<file path="config.mk">
export PLATFORM = sky130hd
export DESIGN_NAME = mem_arbiter
export DESIGN_NICKNAME = d
export VERILOG_FILES = /design/src/rtl/mem_arbiter.sv
export SDC_FILE = /design/constraint.sdc
export NUM_CORES = 1
export LEC_CHECK = 0
export CAP_MARGIN = 40
export CORE_MARGIN = 3
export CORE_UTILIZATION = 23
export DETAILED_ROUTE_END_ITERATION = 8
export GPL_ROUTABILITY_DRIVEN = 0
export SKIP_LAST_GASP = 1
export SYNTH_ARGS = -nofsm -noshare
export SYNTH_HDL_FRONTEND = slang
export SYNTH_SLANG_ARGS = --single-unit
export TNS_END_PERCENT = 50
</file>
<file path="constraint.sdc">
create_clock -name clock -period 2.3 [get_ports clock]
set_input_delay 0.23 -clock clock [delete_from_list [all_inputs] [get_ports clock]]
set_output_delay 0.23 -clock clock [all_outputs]
set_load 0.02 [all_outputs]
</file>
<file path="src/rtl/mem_arbiter.sv">
// Two-master round-robin arbiter sharing one memory slave port between instruction and data masters.
// Latency: master valid at cycle N gives mem_valid at N+1; the slave response is forwarded combinationally.
// Backpressure: one request per master is held in a pending slot; one slave transaction is outstanding at a time.
module mem_arbiter (
    input  logic        clock,
    input  logic        reset,

    input  logic        imemory_valid,
    input  logic        imemory_instr,
    input  logic [31:0] imemory_addr,
    input  logic [31:0] imemory_wdata,
    input  logic [3:0]  imemory_wstrb,
    output logic [31:0] imemory_rdata,
    output logic        imemory_ready,

    input  logic        dmemory_valid,
    input  logic        dmemory_instr,
    input  logic [31:0] dmemory_addr,
    input  logic [31:0] dmemory_wdata,
    input  logic [3:0]  dmemory_wstrb,
    output logic [31:0] dmemory_rdata,
    output logic        dmemory_ready,

    output logic        mem_valid,
    output logic        mem_instr,
    output logic [31:0] mem_addr,
    output logic [31:0] mem_wdata,
    output logic [3:0]  mem_wstrb,
    input  logic [31:0] mem_rdata,
    input  logic        mem_ready,

    output logic        busy
);

    typedef enum logic {
        ST_IDLE,
        ST_BUSY
    } state_t;

    typedef enum logic [1:0] {
        OWN_NONE,
        OWN_I,
        OWN_D
    } owner_t;

    typedef struct packed {
        logic        instr;
        logic [31:0] addr;
        logic [31:0] wdata;
        logic [3:0]  wstrb;
    } req_t;

    state_t state_q, state_d;
    owner_t owner_q, owner_d;
    logic   last_is_d_q, last_is_d_d;

    logic   i_pend_q, i_pend_d;
    logic   d_pend_q, d_pend_d;
    req_t   i_slot_q, i_slot_d;
    req_t   d_slot_q, d_slot_d;

    logic   mem_valid_q, mem_valid_d;
    req_t   mem_req_q, mem_req_d;

    req_t   i_req_in, d_req_in;
    req_t   i_cand_req, d_cand_req;
    logic   i_accept, d_accept;
    logic   i_cand, d_cand;
    logic   rsp_done, arb_en;
    logic   grant_i, grant_d;

    assign i_req_in = {imemory_instr, imemory_addr, imemory_wdata, imemory_wstrb};
    assign d_req_in = {dmemory_instr, dmemory_addr, dmemory_wdata, dmemory_wstrb};

    // A master already pending or owning the slave has broken the protocol; drop its valid.
    assign i_accept = imemory_valid && !i_pend_q && (owner_q != OWN_I);
    assign d_accept = dmemory_valid && !d_pend_q && (owner_q != OWN_D);

    assign i_cand     = i_pend_q || i_accept;
    assign d_cand     = d_pend_q || d_accept;
    assign i_cand_req = i_pend_q ? i_slot_q : i_req_in;
    assign d_cand_req = d_pend_q ? d_slot_q : d_req_in;

    assign rsp_done = (state_q == ST_BUSY) && mem_ready && (owner_q != OWN_NONE);
    assign arb_en   = (state_q == ST_IDLE) || rsp_done;

    // On a tie the master that was not granted last wins.
    assign grant_i = arb_en && i_cand && (!d_cand || last_is_d_q);
    assign grant_d = arb_en && d_cand && (!i_cand || !last_is_d_q);

    always_comb begin
        state_d     = state_q;
        owner_d     = owner_q;
        last_is_d_d = last_is_d_q;
        mem_valid_d = 1'b0;
        mem_req_d   = mem_req_q;
        i_pend_d    = i_pend_q;
        i_slot_d    = i_slot_q;
        d_pend_d    = d_pend_q;
        d_slot_d    = d_slot_q;

        if (grant_i) begin
            mem_valid_d = 1'b1;
            mem_req_d   = i_cand_req;
            owner_d     = OWN_I;
            last_is_d_d = 1'b0;
            state_d     = ST_BUSY;
        end else if (grant_d) begin
            mem_valid_d = 1'b1;
            mem_req_d   = d_cand_req;
            owner_d     = OWN_D;
            last_is_d_d = 1'b1;
            state_d     = ST_BUSY;
        end else if (rsp_done) begin
            state_d = ST_IDLE;
            owner_d = OWN_NONE;
        end

        if (grant_i) begin
            i_pend_d = 1'b0;
        end else if (i_accept) begin
            i_pend_d = 1'b1;
            i_slot_d = i_req_in;
        end

        if (grant_d) begin
            d_pend_d = 1'b0;
        end else if (d_accept) begin
            d_pend_d = 1'b1;
            d_slot_d = d_req_in;
        end
    end

    always_ff @(posedge clock or negedge reset) begin
        if (!reset) begin
            state_q     <= ST_IDLE;
            owner_q     <= OWN_NONE;
            last_is_d_q <= 1'b0;
            i_pend_q    <= 1'b0;
            d_pend_q    <= 1'b0;
            i_slot_q    <= '0;
            d_slot_q    <= '0;
            mem_valid_q <= 1'b0;
            mem_req_q   <= '0;
        end else begin
            state_q     <= state_d;
            owner_q     <= owner_d;
            last_is_d_q <= last_is_d_d;
            i_pend_q    <= i_pend_d;
            d_pend_q    <= d_pend_d;
            i_slot_q    <= i_slot_d;
            d_slot_q    <= d_slot_d;
            mem_valid_q <= mem_valid_d;
            mem_req_q   <= mem_req_d;
        end
    end

    assign imemory_ready = rsp_done && (owner_q == OWN_I);
    assign dmemory_ready = rsp_done && (owner_q == OWN_D);
    assign imemory_rdata = imemory_ready ? mem_rdata : 32'h0;
    assign dmemory_rdata = dmemory_ready ? mem_rdata : 32'h0;

    assign mem_valid = mem_valid_q;
    assign mem_instr = mem_req_q.instr;
    assign mem_addr  = mem_req_q.addr;
    assign mem_wdata = mem_req_q.wdata;
    assign mem_wstrb = mem_req_q.wstrb;

    assign busy = (state_q == ST_BUSY) || mem_valid_q;

endmodule

</file>
==> summary.md, run 1 <==
| Metric | Value |
|---|---|
| Period minus WS final | `2.45 ns` |
| Fmax | `409 MHz` |
| Initial antenna violation count | `7` |
| CP Class | `flip-flop to output pin` |
| Total CTS buffers | `27` |
| Core area | `42400 um^2` |
| CTS Root Cell | `clkbuf_16` |
| CP max FO | `33` |
| Post-synthesis average cell area | `12.7 um^2` |
| Starting Density | `23.5%` |
| Critical path data arrival time | `2.22 ns` |
| Critical path startpoint category | `flip-flop` |
| WP data required | `2.07 ns` |
| Clock insertion delay at the later pin of the skew report | `0.56 ns` |
| Fin. Hold Viols | `0` |
| Largest net degree at the start of global routing | `70` |
| Final period util | `106%` |
| Clk sinks | `214` |
| Grt ovf | `0` |
| Setup Viol. Count Final | `14` |
| Post-DP HPWL | `21300 um` |
| Final wirelength | `31600 um` |
| Cell count after synthesis | `785` |
| Ys Warns | `0` |
| Lkg Pwr | `6.91 nW` |
| Final Max Tran Viols | `0` |
| Number of global-route vias before repair | `8020` |
| Critical Path End Type | `output pin` |
| Die Wd | `214 um` |
| Clock skew | `0.0224 ns` |
| Die ar. | `46000 um^2` |
| # IOs | `312` |
| Cell Area, Synth | `9990 um^2` |
| Unrepaired setup endpoints after global routing | `yes` |
| HP Class | `input port to async pin` |
| Die H | `214 um` |
| Post-DR vias/cell | `4.48` |
| Cell variety after synth | `25` |
| H-Tree Depth | `1` |
| 1st-pass router iterations | `4` |
| Routed WL per cell | `18.6 um` |
| First-pass GRT wire length | `49000 um` |
| Status | `complete, but fails checks` |
| Final ANT Viol Nets | `0` |
| Setup ws final | `-0.145 ns` |
| Pwr Density | `1370 nW/um^2` |
| Slew margin rel. | `48.4%` |
| Post-CTS Setup Bufs | `0` |
| Failing checks | `setup timing` |
| Sequential cell area fraction in the yosys report | `53.6%` |
| Number of synthesized register bits | `214` |
| Total power | `20.4 mW` |
| Total GRT Usage | `13.5%` |
| Drt drc | `0` |
| Clock slew at reported path FFs | `0.06 ns` |
| Syn nets | `960` |
| I/O Buffers | `311` |
| Maximum VDD drop | `721 uV` |
| Max-Cap Viols | `0` |
| Fillers | `4229` |
| Setup WS pre-CTS | `0.0488 ns` |
| 1st-iter DRT viols | `193` |
| Max clock buf depth | `3` |
| Std-Cell Rows | `75` |
| Util after Layout | `35.1%` |
| Ratio of cells with drive above 1 in the final layout | `19.2%` |
| Final Net Count | `1271` |
| CTS tree | `built` |
| Vias | `7597` |
| Slew @ Worst Pin | `0.774 ns` |
| P&R area growth vs syn | `49.2%` |
==> per-layer routing <==
| layer | vias up | share of wire, % | track usage (%) |
|---|---|---|---|
| met5 | - | 0.21 | 0 |
| met4 | 10 | 2.4 | 4.15 |
| met3 | 48 | 7.6 | 4.32 |
| met2 | 257 | 48 | 22.8 |
| met1 | 3795 | 42 | 16.5 |
| li1 | 3487 | - | - |
==> worst paths after layout <==
kind                                         from           endpoint  slack, ns  depth (start not counted)
max in group asynchronous                   reset       i_slot_q[60]       1.35                          3
worst max-delay path                   owner_q[0]  dmemory_rdata[19]      -0.15                          5
worst min-delay path                        reset       i_slot_q[34]       0.22                          2
min in group clock              imemory_wdata[12]       i_slot_q[16]       0.30                          2
worst max register to register         owner_q[1]       i_slot_q[60]       0.14                          6
worst min register to register        mem_addr[7]        mem_addr[7]       0.48                          2
==> metrics by stage <==
step / instances / setup TNS, ns / hold WS, ns / instance area (um^2)
finish: 1695 / -1.73 / 0.222 / 14900
global route: 1694 / -3.52 / 0.245 / 14900
CTS: 1693 / -7.76 / 0.225 / 14800
detailed placement: 1643 / 0 / 0.241 / 14000
global placement: 1643 / 0 / 0.236 / 14000
floorplan: 785 / 0 / -0.0656 / 9990
==> registers in the layout, indices dropped and copies added, names as in the netlist <==
register	cells
mem_wstrb	4
i_slot_q	69
mem_instr	1
mem_wdata	32
owner_q	2
i_pend_q	1
mem_valid	1
state_q	1
mem_addr	32
d_slot_q	69
last_is_d_q	1
d_pend_q	1
==> report_power, final <==
| part | switching, mW | leakage (nW) | internal, mW |
|---|---|---|---|
| Combinational | 4.76 | 3.88 | 4.66 |
| Clock | 1.71 | 0.455 | 2.59 |
| Sequential | 0.993 | 2.58 | 5.72 |
| Total | 7.46 | 6.91 | 13.0 |
==> kinds of logic (layout without fill, tap and decap cells) <==
family | after synthesis | in the layout | synth area share, %
other | 0 | 2 | 0
and+or+nand+nor | 155 | 155 | 7.76
DFF | 214 | 214 | 53.6
AOI/OAI and AO/OA | 80 | 80 | 6.73
buffers and inverters | 60 | 391 | 2.49
muxes | 276 | 276 | 29.4
==> what timing repair did <==
action,4_1_cts,5_1_grt
resized for setup,36,20
endpoints found under the hold margin,59,0
hold buffers,1,0
setup endpoints to repair,66,39
==> layout make-up <==
type                       count  area (um^2)  area share (%)
clock buffer                  36          769            5.17
sequential                   214         5360            36.0
tap                          577          722            4.85
antenna                        2         5.00          0.0336
multi-input combinational    511         4430            29.7
inverter                       2         7.51          0.0504
timing repair buffer         340         3460            23.2
clock inverter                13          143           0.958
==> layout by cell type, fill, tap and decap left out, drive strengths merged <==
cell / instances
clkdlybuf4s50: 258
dfrtp: 214
mux2i: 138
mux2: 138
nand2: 78
and2: 67
o221ai: 65
clkbuf: 36
dlygate4sd2: 32
buf: 29
dlymetal6s2s: 19
clkinv: 8
a21oi: 4
a22o: 4
inv: 4
o21ai: 3
diode: 2
nand2b: 2
nor2: 2
a21o: 2
nor3: 2
nand3: 2
bufinv: 2
or2: 1
nor2b: 1
a222oi: 1
a21boi: 1
clkinvlp: 1
dlygate4sd3: 1
clkdlybuf4s15: 1
==> cell usage after synthesis, drive strengths merged <==
master / instances / area, um^2
mux2i: 138 / 1380
nor3: 2 / 20.0
and2: 67 / 419
nand2: 78 / 293
nor2b: 1 / 6.26
nand3: 2 / 10.0
inv: 2 / 7.51
nand2b: 2 / 12.5
a21oi: 4 / 20.0
clkbuf: 35 / 131
o221ai: 65 / 569
mux2: 138 / 1550
buf: 23 / 110
a21boi: 1 / 7.51
a21o: 2 / 15.0
nor2: 2 / 7.51
a22o: 4 / 35.0
o21ai: 3 / 15.0
or2: 1 / 6.26
a222oi: 1 / 10.0
dfrtp: 214 / 5360
==> worst max-delay path, stage by stage (launching register included) <==
cell and delay (ns):
dfrtp_1 0.40, nand2b_1 0.21, nor2_2 0.15, buf_12 0.17, and2_1 0.13, clkdlybuf4s50_1 0.59
Power figures use the tool's default switching activity.
==> inputs of run 2 (changes only) <==
--- a/config.mk
+++ b/config.mk
@@ -6,11 +6,10 @@
 export NUM_CORES = 1
 export LEC_CHECK = 0
 export CAP_MARGIN = 40
-export CORE_MARGIN = 3
-export CORE_UTILIZATION = 23
+export CORE_UTILIZATION = 47
 export DETAILED_ROUTE_END_ITERATION = 8
 export GPL_ROUTABILITY_DRIVEN = 0
-export SKIP_LAST_GASP = 1
+export PLACE_DENSITY = 0.81
 export SYNTH_ARGS = -nofsm -noshare
 export SYNTH_HDL_FRONTEND = slang
 export SYNTH_SLANG_ARGS = --single-unit
==> run 2 against run 1 <==
  * Largest power group unchanged
  * Maximum frequency grew 14%
  * The run now ends clean
  * Sequential power is essentially flat
  * Critical path type unchanged
  * Power shrank 3.4%
  * Via count shrank 1.8%
  * Non-clock buffer count shrank 1
  * Worst setup slack gained 0.29 ns
  * Final cell count shrank 19%
  * Critical path depth is the same
  * Critical endpoint is now dmemory_rdata[25]
  * Utilization grew 34 points
==> summary.md, run 2 (same netlist as run 1, synthesis figures left out) <==
| Metric | Value |
|---|---|
| 1st-iter DRT viols | `224 (was 193)` |
| Post-Layout Cell Count | `1381 (was 1695)` |
| P&R area growth vs syn | `43.1% (was 49.2%)` |
| I/O Buffers | `311 (unchanged)` |
| Number of global-route vias before repair | `7633 (was 8020)` |
| Unrepaired setup endpoints after global routing | `no (was yes)` |
| Pwr Density | `1380 nW/um^2 (was 1370 nW/um^2)` |
| Fin. Hold Viols | `0 (unchanged)` |
| Clock slew at reported path FFs | `0.06 ns (about the same)` |
| Combinational share of power | `47.0% (was 46.1%)` |
| Core area | `20600 um^2 (was 42400 um^2)` |
| Clk sinks | `214 (unchanged)` |
| Commonest non-fill, non-tap cell in the layout | `clkdlybuf4s50_1 (unchanged)` |
| Grt ovf | `0 (unchanged)` |
| Setup TNS | `0 ns (was -1.73 ns)` |
| Vias | `7457 (was 7597)` |
| CTS tree | `built (unchanged)` |
| Fmax | `465 MHz (was 409 MHz)` |
| Largest regs | `d_slot_q x69, i_slot_q x69 (unchanged)` |
| Clock insertion delay at the later pin of the skew report | `0.51 ns (was 0.56 ns)` |
| H-Tree Depth | `1 (unchanged)` |
| WP data required | `2.07 ns (about the same)` |
| Total area of sequential cells | `5360 um^2 (about the same)` |
| Die ar. | `21800 um^2 (was 46000 um^2)` |
| Die H | `148 um (was 214 um)` |
| Most frequent cells in the layout | `clkdlybuf4s50_1 (244), dfrtp_1 (212), mux2i_1 (138), mux2_2 (128), nand2_1 (76) (was clkdlybuf4s50_1 (258), dfrtp_1 (211), mux2i_1 (138), mux2_2 (128), nand2_1 (76))` |
| Util after Layout | `69.5% (was 35.1%)` |
| DP Area | `13600 um^2 (was 14000 um^2)` |
| Critical Path End Type | `output pin (unchanged)` |
| Starting Density | `48.6% (was 23.5%)` |
| Final ANT Viol Nets | `0 (unchanged)` |
| Ratio of cells with drive above 1 in the final layout | `18.4% (was 19.2%)` |
| Period minus WS final | `2.15 ns (was 2.45 ns)` |
| Status | `finished clean (was complete, but fails checks)` |
| Lkg Pwr | `6.66 nW (was 6.91 nW)` |
| # IOs | `312 (unchanged)` |
| Final Net Count | `1266 (was 1271)` |
| Final period util | `93.5% (was 106%)` |
| Setup ws final | `0.150 ns (was -0.145 ns)` |
| Fillers | `1515 (was 4229)` |
| Max-Cap Viols | `0 (unchanged)` |
| Setup WS pre-CTS | `0.0728 ns (was 0.0488 ns)` |
| Setup Viol. Count Final | `0 (was 14)` |
| Max clock buf depth | `3 (unchanged)` |
| Slew @ Worst Pin | `0.750 ns (was 0.774 ns)` |
| Die Wd | `148 um (was 214 um)` |
| Slew margin rel. | `50.0% (was 48.4%)` |
| Sequential Power Share | `34.0% (was 32.8%)` |
| Std-Cell Rows | `52 (was 75)` |
| 1st-pass router iterations | `4 (unchanged)` |
| Post-CTS Setup Bufs | `0 (unchanged)` |
| CTS Root Cell | `clkbuf_16 (unchanged)` |
| Final Max Tran Viols | `0 (unchanged)` |
| Clock skew | `0.0159 ns (was 0.0224 ns)` |
| Sw Ratio | `35.9% (was 36.5%)` |
| Maximum VDD drop | `988 uV (was 721 uV)` |
| P_int | `12.6 mW (was 13.0 mW)` |
| Total CTS buffers | `23 (was 27)` |
| Total GRT Usage | `25.6% (was 13.5%)` |
| Critical path startpoint category | `flip-flop (unchanged)` |
| Critical path data arrival time | `1.92 ns (was 2.22 ns)` |
| Initial antenna violation count | `4 (was 7)` |
| Placed cells | `1335 (was 1643)` |
| Net Sw Power | `7.08 mW (was 7.46 mW)` |
| First-pass GRT wire length | `43300 um (was 49000 um)` |
| Final wirelength | `27500 um (was 31600 um)` |
| Post-DP HPWL | `18800 um (was 21300 um)` |
| Finished layout cell area | `14300 um^2 (was 14900 um^2)` |
| Total power | `19.7 mW (was 20.4 mW)` |
| HP Class | `input port to async pin (unchanged)` |
| Post-DR vias/cell | `5.40 (was 4.48)` |
| Worst Reg-to-Reg Cells | `6 (unchanged)` |
| Fin Hold WS | `0.294 ns (was 0.222 ns)` |
| Routed WL per cell | `19.9 um (was 18.6 um)` |
| Multi-input gate area | `4420 um^2 (was 4430 um^2)` |
| Clk network pwr share | `19.1% (was 21.0%)` |
| CP Class | `flip-flop to output pin (unchanged)` |
| CP max FO | `33 (unchanged)` |
| Largest net degree at the start of global routing | `75 (was 70)` |
| Drt drc | `0 (unchanged)` |
[run 2: cell types whose count changed in the layout (fill, tap and decap cells not counted), moves of 2 or more]
cell and delta:
buf_12 +2, clkbuf_16 -4, nand2_2 +2, dlygate4sd2_1 +34, clkbuf_8 -3, clkdlybuf4s50_1 -14
dlymetal6s2s_1 -19, nand2_4 -2, buf_4 -3
[run 2: power groups by stage]
| stage | registers (mW) | logic, mW | clock network, mW |
|---|---|---|---|
| after floorplan | 7.18 | 5.36 | 0 |
| after global placement | 6.64 | 9.26 | 0 |
| after detailed placement | 6.74 | 9.45 | 0 |
| after CTS | 6.70 | 9.40 | 3.86 |
| after global routing | 6.94 | 9.99 | 4.00 |
| final | 6.70 | 9.27 | 3.76 |
[run 2: timing repair]
item | 4_1_cts | 5_1_grt
endpoints found under the setup margin | 66 | 0
endpoints found under the hold margin | 68 | 0
hold buffers | 1 | 0
resized for setup | 68 | 0
[run 2: worst paths after layout]
check,start,end,slack [ns]
worst max-delay path,owner_q[0],dmemory_rdata[25],0.15
max in group asynchronous,reset,i_slot_q[66],1.27
worst min register to register,i_slot_q[15],i_slot_q[15],0.49
min in group clock,imemory_wdata[11],i_slot_q[15],0.35
worst min-delay path,reset,mem_wdata[30],0.29
worst max register to register,owner_q[1],i_slot_q[58],0.31
[run 2: per-layer routing]
metal / track usage [%] / wire length [um] / vias up / share of wire, %
met5: 0 / 13 / - / 0.047
li1: - / - / 3467 / -
met3: 6.02 / 1920 / 45 / 7.0
met1: 31.0 / 10900 / 3700 / 40
met4: 8.25 / 661 / 2 / 2.4
met2: 44.9 / 14000 / 243 / 51
[run 2: critical path: stages, from the launching register on]
cell and delay (ns):
dfrtp_1 0.40, nand2b_1 0.21, nor2_2 0.16, buf_12 0.18, and2_1 0.14, dlygate4sd2_1 0.33
[run 2: layout make-up]
type                       instances  share of cell area, %
timing repair buffer             339                   23.7
antenna                            3                 0.0525
clock inverter                    12                  0.972
clock buffer                      30                   4.42
multi-input combinational        511                   30.9
tap                              270                   2.36
inverter                           2                 0.0525
sequential                       214                   37.5
